[src/rtl/pic_boot_if.sv]
// Signal bundle between the boot sequencer and its environment: start request,
// byte-source handshake, program-memory write port and core status.
interface pic_boot_if #(parameter int AW = 10);
    logic          start;
    logic          src_valid;
    logic [7:0]    src_data;
    logic          src_ready;
    logic          pm_we;
    logic [AW-1:0] pm_addr;
    logic [13:0]   pm_wdata;
    logic          core_reset;
    logic          busy;
    logic          done;
    logic          err;
    logic [1:0]    err_code;

    modport master (input  start, src_valid, src_data,
                    output src_ready, pm_we, pm_addr, pm_wdata,
                           core_reset, busy, done, err, err_code);
    modport slave  (output start, src_valid, src_data,
                    input  src_ready, pm_we, pm_addr, pm_wdata,
                           core_reset, busy, done, err, err_code);
endinterface

[src/rtl/pic_boot_sequencer.sv]
// Boot controller: holds the core in reset while a length-prefixed byte stream is
// unpacked into 14-bit program words and written to program RAM, then releases it.
module pic_boot_sequencer #(
    parameter int AW        = 10,
    parameter int NUM_WORDS = 1024,
    parameter int HOLD_CYC  = 4,
    parameter int TIMEOUT   = 65535,
    parameter bit AUTOBOOT  = 1'b1
) (
    input  logic       clk,
    input  logic       reset,
    pic_boot_if.master bus
);
    typedef enum logic [3:0] {
        S_IDLE, S_LEN_LO, S_LEN_HI, S_DAT_LO, S_DAT_HI,
        S_WRITE, S_HOLD, S_RUN, S_ERROR
    } state_t;

    localparam logic [15:0] MAX_LEN   = 16'(NUM_WORDS);
    localparam logic [15:0] HOLD_LAST = 16'(HOLD_CYC - 1);
    localparam logic [15:0] TO_LAST   = 16'(TIMEOUT - 1);

    state_t      state, state_nxt;
    logic [1:0]  code_nxt;
    logic [7:0]  lo_byte;
    logic [15:0] len;
    logic [15:0] idx;
    logic [15:0] idle_cnt;
    logic [15:0] hold_cnt;
    logic [15:0] len_rx;
    logic        xfer;
    logic        timeout_hit;

    assign xfer        = bus.src_valid & bus.src_ready;
    assign len_rx      = {bus.src_data, lo_byte};
    assign timeout_hit = (TIMEOUT != 0) && bus.src_ready && !bus.src_valid &&
                         (idle_cnt == TO_LAST);

    always_comb begin
        state_nxt = state;
        code_nxt  = bus.err_code;
        case (state)
            S_IDLE:   if (AUTOBOOT || bus.start) state_nxt = S_LEN_LO;
            S_LEN_LO: if (xfer) state_nxt = S_LEN_HI;
            S_LEN_HI: if (xfer) begin
                if (len_rx == 16'd0 || len_rx > MAX_LEN) begin
                    state_nxt = S_ERROR;
                    code_nxt  = 2'd1;
                end else begin
                    state_nxt = S_DAT_LO;
                end
            end
            S_DAT_LO: if (xfer) state_nxt = S_DAT_HI;
            S_DAT_HI: if (xfer) begin
                // a word with stray top bits is rejected before it reaches memory
                if (bus.src_data[7:6] != 2'b00) begin
                    state_nxt = S_ERROR;
                    code_nxt  = 2'd2;
                end else begin
                    state_nxt = S_WRITE;
                end
            end
            S_WRITE:  state_nxt = (idx == len - 16'd1) ? S_HOLD : S_DAT_LO;
            S_HOLD:   if (hold_cnt == HOLD_LAST) state_nxt = S_RUN;
            S_RUN:    if (bus.start) state_nxt = S_LEN_LO;
            S_ERROR:  if (bus.start) begin
                state_nxt = S_LEN_LO;
                code_nxt  = 2'd0;
            end
            default:  state_nxt = S_IDLE;
        endcase
        if (timeout_hit) begin
            state_nxt = S_ERROR;
            code_nxt  = 2'd3;
        end
    end

    // Outputs are decoded from the next state so each one is a plain register.
    always_ff @(posedge clk) begin
        if (reset) begin
            state          <= S_IDLE;
            bus.src_ready  <= 1'b0;
            bus.pm_we      <= 1'b0;
            bus.pm_addr    <= '0;
            bus.pm_wdata   <= '0;
            bus.core_reset <= 1'b1;
            bus.busy       <= 1'b0;
            bus.done       <= 1'b0;
            bus.err        <= 1'b0;
            bus.err_code   <= 2'd0;
            idle_cnt       <= '0;
            hold_cnt       <= '0;
        end else begin
            state          <= state_nxt;
            bus.src_ready  <= (state_nxt == S_LEN_LO) || (state_nxt == S_LEN_HI) ||
                              (state_nxt == S_DAT_LO) || (state_nxt == S_DAT_HI);
            bus.pm_we      <= (state_nxt == S_WRITE);
            if (state_nxt == S_WRITE) begin
                bus.pm_addr  <= idx[AW-1:0];
                bus.pm_wdata <= {bus.src_data[5:0], lo_byte};
            end
            bus.core_reset <= (state_nxt != S_RUN);
            bus.busy       <= (state_nxt != S_IDLE) && (state_nxt != S_RUN) &&
                              (state_nxt != S_ERROR);
            bus.done       <= (state_nxt == S_RUN);
            bus.err        <= (state_nxt == S_ERROR);
            bus.err_code   <= (state_nxt == S_ERROR) ? code_nxt : 2'd0;
            idle_cnt       <= (bus.src_ready && !bus.src_valid) ? idle_cnt + 16'd1 : 16'd0;
            hold_cnt       <= (state == S_HOLD) ? hold_cnt + 16'd1 : 16'd0;
        end
    end

    always_ff @(posedge clk) begin
        if (xfer && (state == S_LEN_LO || state == S_DAT_LO)) lo_byte <= bus.src_data;
        if (xfer && state == S_LEN_HI) begin
            len <= len_rx;
            idx <= '0;
        end
        if (state == S_WRITE) idx <= idx + 16'd1;
    end
endmodule

[src/flat_wrapper.sv]
// flat-port wrapper written by rule: the top's interface ports become plain ports
module pic_boot_sequencer_flat 
#(
    parameter int AW        = 10,
    parameter int NUM_WORDS = 1024,
    parameter int HOLD_CYC  = 4,
    parameter int TIMEOUT   = 65535,
    parameter bit AUTOBOOT  = 1'b1
)
  (clk, reset, bus_start, bus_src_valid, bus_src_data, bus_src_ready, bus_pm_we, bus_pm_addr, bus_pm_wdata, bus_core_reset, bus_busy, bus_done, bus_err, bus_err_code);
  pic_boot_if #(.AW(AW)) bus_i ();
  input  logic clk;
  input  logic reset;
  input wire logic [$bits(bus_i.start)-1:0] bus_start;
  input wire logic [$bits(bus_i.src_valid)-1:0] bus_src_valid;
  input wire logic [$bits(bus_i.src_data)-1:0] bus_src_data;
  output wire logic [$bits(bus_i.src_ready)-1:0] bus_src_ready;
  output wire logic [$bits(bus_i.pm_we)-1:0] bus_pm_we;
  output wire logic [$bits(bus_i.pm_addr)-1:0] bus_pm_addr;
  output wire logic [$bits(bus_i.pm_wdata)-1:0] bus_pm_wdata;
  output wire logic [$bits(bus_i.core_reset)-1:0] bus_core_reset;
  output wire logic [$bits(bus_i.busy)-1:0] bus_busy;
  output wire logic [$bits(bus_i.done)-1:0] bus_done;
  output wire logic [$bits(bus_i.err)-1:0] bus_err;
  output wire logic [$bits(bus_i.err_code)-1:0] bus_err_code;
  assign bus_i.start = bus_start;
  assign bus_i.src_valid = bus_src_valid;
  assign bus_i.src_data = bus_src_data;
  assign bus_src_ready = bus_i.src_ready;
  assign bus_pm_we = bus_i.pm_we;
  assign bus_pm_addr = bus_i.pm_addr;
  assign bus_pm_wdata = bus_i.pm_wdata;
  assign bus_core_reset = bus_i.core_reset;
  assign bus_busy = bus_i.busy;
  assign bus_done = bus_i.done;
  assign bus_err = bus_i.err;
  assign bus_err_code = bus_i.err_code;
  pic_boot_sequencer #(.AW(AW), .NUM_WORDS(NUM_WORDS), .HOLD_CYC(HOLD_CYC), .TIMEOUT(TIMEOUT), .AUTOBOOT(AUTOBOOT)) u_core (.clk(clk), .reset(reset), .bus(bus_i));
endmodule
[config.mk]
export PLATFORM = sky130hd
export DESIGN_NAME = pic_boot_sequencer_flat
export DESIGN_NICKNAME = d
export VERILOG_FILES = /design/src/rtl/pic_boot_if.sv /design/src/rtl/pic_boot_sequencer.sv /design/src/flat_wrapper.sv
export SDC_FILE = /design/constraint.sdc
export NUM_CORES = 1
export LEC_CHECK = 0
export CELL_PAD_IN_SITES_DETAIL_PLACEMENT = 1
export CELL_PAD_IN_SITES_GLOBAL_PLACEMENT = 2
export CORE_MARGIN = 3
export CORE_UTILIZATION = 39
export CTS_CLUSTER_DIAMETER = 120
export DETAILED_ROUTE_END_ITERATION = 10
export PLACE_DENSITY = 0.95
export SYNTH_ARGS = -nofsm -noshare
export SYNTH_HDL_FRONTEND = slang
export SYNTH_SLANG_ARGS = --single-unit
[constraint.sdc]
create_clock -name clk -period 8.1 [get_ports clk]
set_input_delay 2.025 -clock clk [delete_from_list [all_inputs] [get_ports clk]]
set_output_delay 2.025 -clock clk [all_outputs]
set_load 0.02 [all_outputs]
==> summary.md, run 1 <==
| Metric | Value |
|---|---|
| DR vias/cell | around 5.5 |
| Largest area contributor in the netlist | dfxtp_1 |
| Commonest non-fill, non-tap cell in the layout | nand2_1 |
| Core ar. | roughly 13000 sq um |
| DP Wirelength | roughly 9600 um |
| Initial antenna violation count | 0 |
| Seq. cell area | 2560 sq um |
| WL per Instance | between 15 and 20 um |
| Cell Area, Synth | about 5000 sq um |
| Hold crit path type | reg -> reg |
| Clock Path Buffers | 2 |
| Worst endpoint required time | about 8.4 ns |
| Clock transition at path regs | 0.07 ns |
| Synth area leaders | dfxtp_1 (27%), edfxtp_1 (23%), nand2_1 (5.7%), xor2_1 (5.1%), nor2_1 (4.6%) |
| Post-cts sizing count | 0 |
| Number of clock sinks | about 110 |
| Ys Warns | 0 |
| Synthesized flop and latch total | roughly 110 |
| # rows | 41 |
| CP Capture Type | flop |
| Upper clock frequency limit | around 0.21 GHz |
| Ys async rst share | 0% |
| GRT Total Usage | 18.7% |
| Mapped Nets | around 560 |
| Syn-to-layout area delta | 15.7% |
| Worst path arrival time | 4.92 ns |
| WHS Endpoint | u_core.bus.pm_addr[6] |
| Latest clock arrival within the worst-skew pair | around 0.36 ns |
| Initial core utilization | between 40% and 50% |
| Global route overflow | 0 |
| Routed Antenna Nets | 0 |
| Drt pass-1 iters | 4 |
| Port bufs | 43 |
| Final Hold Fails | 0 |
| Vias in the first global route | about 4300 |
| # diodes | 0 |
| Vias post-DR | approximately 4100 |
| CP Class | in -> reg |
| Mapped Cells | 545 |
| Final WL | approximately 13000 um |
| Post-route minimum period | around 4.7 ns |
| PwrDens | between 150 and 200 nW/um^2 |
| Reg-to-reg startpoint | u_core.state[2] |
| Layout cells sized above 1 | between 5 and 6% |
| First-pass GRT wire length | roughly 22000 um |
| Root Buffer | clkbuf_16 |
| Die area | 14500 sq um |
| Max VDD drop | around 0.11 mV |
| CTS H-tree lvls | 3 |
| Least-Margin Pin Slew | 1.29 ns |
| Area of the multi-input gates | 2380 sq um |
| Final period util | 57.4% |
| Layout Skew | between 0.006 and 0.007 ns |
| Synth unique cells | 62 |
| DRC | 0 |
| Pleak | roughly 1.9 nW |
| Slew headroom | between 10% and 20% |
| Setup WS post-layout | approximately 3.4 ns |
| Cts hold-fix bufs | 0 |
| Kind of start point of the critical path | input pin |
| Commonest cells after routing, fill and taps aside | nand2_1 (78), dfxtp_1 (68), nor2_1 (63), clkdlybuf4s50_1 (43) |
| Routability cong. | between 0.8 and 0.9 |
| DR iter-0 viols | roughly 220 |
| Max-cap violations | 0 |
| FF-to-FF setup slack | between 4 and 5 ns |
| I/O Pins | 44 |
| TritonCTS buffer count | 9 |
| Die Y | 121 um |
| Reg2Reg Depth | 6 |
| RSZ-0062 raised after global routing | no |
| EDFF count, synth | 40 |
| TritonCTS clock tree | yes |
| Setup TNS | 0 ns |
| Reg2reg end | u_core.bus.src_ready |
| Setup Viol. Count Final | 0 |
| Worst Hold Launch | u_core.bus.pm_addr[6] |
| Critical path fanouts, max | 26 |
| Max Slew Vio Count | 0 |
| Final Util | 46.5% |
| Pin count of the biggest net entering global routing | 30 |
| Syn avg cell area | around 9.4 sq um |
| Main synth FF type | dfxtp_1 |
| Nets | about 590 |
| Post-CTS Setup Repair Bufs | 0 |
| Sequential area share after synthesis | approximately 50% |
| Synth top area share | around a quarter |
| Pre-CTS setup slack | roughly 3.1 ns |
| Die width | approximately 120 um |
| Fillcell total | 1475 |
| Worst Hold Path Cells | 2 |
| Status | completed |
-- cell families (layout without fill, tap and decap cells) --
kind of cell	after synthesis	after routing	share of synthesized area [%]
simple gates	253	253	25.8
flops	108	108	50.1
compound gates	85	85	10.3
xor+xnor	47	47	8.04
buf+inv	42	73	3.50
fa+ha+maj	5	5	1.22
mux	5	5	1.03
-- flip-flops by register name, indices dropped and copies added (netlist names), 2 cells and up --
register,count
u_core.lo_byte,8
u_core.len,16
u_core.bus.pm_wdata,14
u_core.state,4
u_core.bus.pm_addr,10
u_core.idle_cnt,16
u_core.hold_cnt,16
u_core.bus.err_code,2
u_core.idx,16
-- metrics by stage --
stage	cells	instance area [sq um]	total power, mW	hold WS (ns)
floorplan	545	5120	0.602	0.418
finish	748	5920	1.04	0.455
global placement	732	5640	0.617	0.428
detailed placement	732	5640	0.619	0.444
CTS	748	5920	1.05	0.458
global route	748	5920	1.07	0.470
-- power by group --
part	switching [mW]	internal, mW	leakage [nW]	total (mW)
clock network	0.210	0.220	0.141	0.430
logic	0.0206	0.0151	0.804	0.0357
registers	0.00659	0.564	0.943	0.571
total	0.237	0.799	1.89	1.04
-- worst max-delay path, stage by stage --
cell and delay (ns):
clkdlybuf4s50_1 0.49, nor2_1 0.25, nand4_1 1.00, o2111a_1 0.51, and2_1 0.19, and3_1 0.20
nor4b_1 0.25
-- cell usage after synthesis (all sizes together) (3+ instances only) --
cell / n
nor4b: 6
nand4: 17
dfxtp: 68
and3: 6
and4: 6
nor2: 64
nor3: 8
o31ai: 4
inv: 14
mux2i: 3
clkbuf: 27
nand2b: 6
xnor2: 17
o21ai: 16
and2: 3
edfxtp: 40
a21oi: 40
ha: 5
nand2: 78
nand3: 16
xor2: 30
or4: 8
and3b: 3
nor4: 6
nor2b: 4
or3: 8
nand3b: 5
-- worst max-delay path by stage --
stage	start	slack, ns	cells after the start	to
after detailed placement	bus_src_data[7]	3.11	7	u_core.bus.src_ready
after global placement	bus_src_data[7]	3.30	7	u_core.bus.src_ready
after CTS	bus_src_data[7]	3.48	7	u_core.bus.src_ready
after floorplan	bus_src_data[0]	4.07	6	u_core.bus.err_code[1]
final	bus_src_data[7]	3.45	7	u_core.bus.src_ready
after global routing	bus_src_data[6]	3.25	7	u_core.bus.src_ready
-- final cells by class --
type,instances,share of cell area (%)
clock buffer,10,4.04
clock inverter,6,0.761
tap,172,3.63
inverter,14,0.887
sequential,108,43.3
timing repair buffer,43,7.27
multi-input combinational,395,40.1
-- layer usage --
| layer | vias up | share of wire (%) | GRT usage (%) |
|---|---|---|---|
| li1 | 1988 | - | - |
| met1 | 2043 | 45 | 23.1 |
| met2 | 61 | 50 | 32.2 |
| met3 | 30 | 2.4 | 2.95 |
| met4 | 0 | 2.9 | 8.57 |
| met5 | - | 0 | 0 |
Note: power is estimated with default switching activity, not from simulation.
==> run 2, diff against run 1 <==
- CORE_UTILIZATION: 39 -> 33
- PLACE_DENSITY: 0.95 -> 0.87
- clock period: 8.1 -> 3.75 ns (I/O delays scaled with it)
==> run 2 against run 1 <==
Effect of this change:
- register-to-register slack got worse by 3.8 ns
- global-route usage shrank 3.0 points
- sequential cell count is the same
- power increased by 120%
- sequential power is 120% higher
- clock-buffer cell count unchanged
- setup slack got worse by 2.9 ns
- first-iteration DRC count up 1.8%
- via count is 1.4% lower
- critical endpoint is now u_core.bus.err_code[1]
==> summary.md, run 2 (synthesis results as in run 1) <==
| Metric | Value |
|---|---|
| Global route overflow | 0 (unchanged) |
| Gr busiest metal | met2 (unchanged) |
| Status | completed (unchanged) |
| Die Y | 131 um (was 121 um) |
| Slew headroom | 51.4% (was 13.1%) |
| M2 GR Usage | 27.8% (was 32.2%) |
| TritonCTS buffer count | 9 (unchanged) |
| Die width | 131 um (was 121 um) |
| TritonCTS clock tree | yes (unchanged) |
| Pleak | 1.92 nW (was 1.89 nW) |
| Setup WS post-layout | 0.561 ns (was 3.45 ns) |
| Hold crit path type | reg -> reg (unchanged) |
| GR Util met3 | 4.88% (was 2.95%) |
| Upper clock frequency limit | roughly 0.31 GHz |
| Setup TNS | 0 ns (unchanged) |
| Worst path arrival time | 3.48 ns (was 4.92 ns) |
| WL per Instance | 16.7 um (was 17.7 um) |
| Layout cells sized above 1 | 6.70% (was 5.73%) |
| Kind of start point of the critical path | input pin (unchanged) |
| RSZ-0062 raised after global routing | no (unchanged) |
| Post-CTS Setup Repair Bufs | 0 (unchanged) |
| Final Hold Fails | 0 (unchanged) |
| Max-cap violations | 0 (unchanged) |
| Max VDD drop | 0.366 mV (was 0.108 mV) |
| Commonest cells after routing, fill and taps aside | nand2_1 (78), dfxtp_1 (68), nor2_1 (63), clkdlybuf4s50_1 (43) (unchanged) |
| CTS H-tree lvls | 3 (unchanged) |
| Cts hold-fix bufs | 0 (unchanged) |
| Vias post-DR | 4065 (was 4122) |
| Number of clock sinks | 108 (unchanged) |
| Final Util | 40.3% (was 46.5%) |
| Initial antenna violation count | 0 (unchanged) |
| Pin count of the biggest net entering global routing | 29 (was 30) |
| Routability cong. | 0.785 (was 0.838) |
| First-pass GRT wire length | 21400 um (was 21700 um) |
| Initial core utilization | 34.4% (was 40.2%) |
| Nets | 594 (was 588) |
| Post-route minimum period | 3.19 ns |
| Grt met1 use | 19.1% (was 23.1%) |
| CP Capture Type | flop (unchanged) |
| Setup Viol. Count Final | 0 (unchanged) |
| GRT Total Usage | 15.8% (was 18.7%) |
| Syn-to-layout area delta | 17.1% (was 15.7%) |
| Commonest non-fill, non-tap cell in the layout | nand2_1 (unchanged) |
| # diodes | 0 (unchanged) |
| DP Wirelength | 9330 um (was 9580 um) |
| Final WL | 12800 um (was 13200 um) |
| Root Buffer | clkbuf_16 (unchanged) |
| DR vias/cell | 5.31 (was 5.51) |
| Clock Path Buffers | 2 (unchanged) |
| Pre-CTS setup slack | 0.229 ns (was 3.11 ns) |
| Layout Skew | 0.00595 ns (was 0.00689 ns) |
| # rows | 44 (was 41) |
| Max Slew Vio Count | 0 (unchanged) |
| DRC | 0 (unchanged) |
| Worst Hold Path Cells | 1 (was 2) |
| Port bufs | 43 (unchanged) |
| WHS | 0.449 ns (was 0.455 ns) |
| Die area | 17000 sq um (was 14500 sq um) |
| Final period util | between 80% and 90% |
| Latest clock arrival within the worst-skew pair | 0.35 ns (was 0.36 ns) |
| Core ar. | 14900 sq um (was 12700 sq um) |
| Fillcell total | 1710 (was 1475) |
| Routed Antenna Nets | 0 (unchanged) |
| Least-Margin Pin Slew | 0.719 ns (was 1.29 ns) |
| Vias in the first global route | 4219 (was 4275) |
| I/O Pins | 44 (unchanged) |
| Reg2Reg Depth | 9 (was 6) |
| DR iter-0 viols | 225 (was 221) |
| CP Class | in -> reg (unchanged) |
| Drt pass-1 iters | 4 (unchanged) |
| Post-cts sizing count | 0 (unchanged) |
| Clock transition at path regs | 0.07 ns (about the same) |
| PwrDens | 379 nW/um^2 (was 175 nW/um^2) |
| Worst endpoint required time | 4.04 ns (was 8.37 ns) |
| Critical path fanouts, max | 4 (was 26) |
==> run 2: cell count changes in the layout (fill, tap and decap cells not counted), sizes merged <==
cell,change
inv,-2
bufinv,+1
buf,+6
clkinvlp,+1
==> run 2: worst max-delay path, stage by stage <==
cell and delay [ns]:
clkdlybuf4s50_1 0.48, or4_4 0.52, or4_4 0.50, and4_4 0.20, or4_4 0.53, mux2i_1 0.13
a21oi_1 0.18
==> run 2: final timing paths <==
kind              slack [ns]                      to          startpoint
setup reg to reg        0.87    u_core.bus.src_ready       u_core.len[0]
setup / recovery        0.56  u_core.bus.err_code[1]     bus_src_data[0]
hold / removal          0.45      u_core.hold_cnt[0]  u_core.hold_cnt[0]
hold reg to reg         0.45      u_core.hold_cnt[0]  u_core.hold_cnt[0]
==> run 2: cell type report <==
class | count | area [sq um] | share of cell area [%]
tap | 184 | 230 | 3.84
clock inverter | 6 | 65.1 | 1.09
multi-input combinational | 395 | 2380 | 39.7
sequential | 108 | 2560 | 42.8
clock buffer | 10 | 229 | 3.82
inverter | 14 | 52.6 | 0.877
timing repair buffer | 49 | 475 | 7.93
==> run 2: routing by layer <==
metal  part of all wire [%]  up-vias
met5                      0        -
met4                    1.1        0
met3                    3.3       12
met2                     51       52
met1                     44     2008
li1                       -     1993
==> run 2: report_power, final <==
part / switching, mW / leakage (nW) / internal [mW]
Clock: 0.439 / 0.143 / 0.520
Combinational: 0.0441 / 0.834 / 0.0339
Sequential: 0.0141 / 0.943 / 1.22
==> run 2: metrics by stage <==
| step | instances | power, mW | instance area, sq um |
|---|---|---|---|
| after floorplan | 545 | 1.30 | 5120 |
| after global placement | 750 | 1.33 | 5700 |
| after detailed placement | 750 | 1.34 | 5700 |
| after CTS | 766 | 2.30 | 5990 |
| after global routing | 766 | 2.36 | 5990 |
| final | 766 | 2.27 | 5990 |
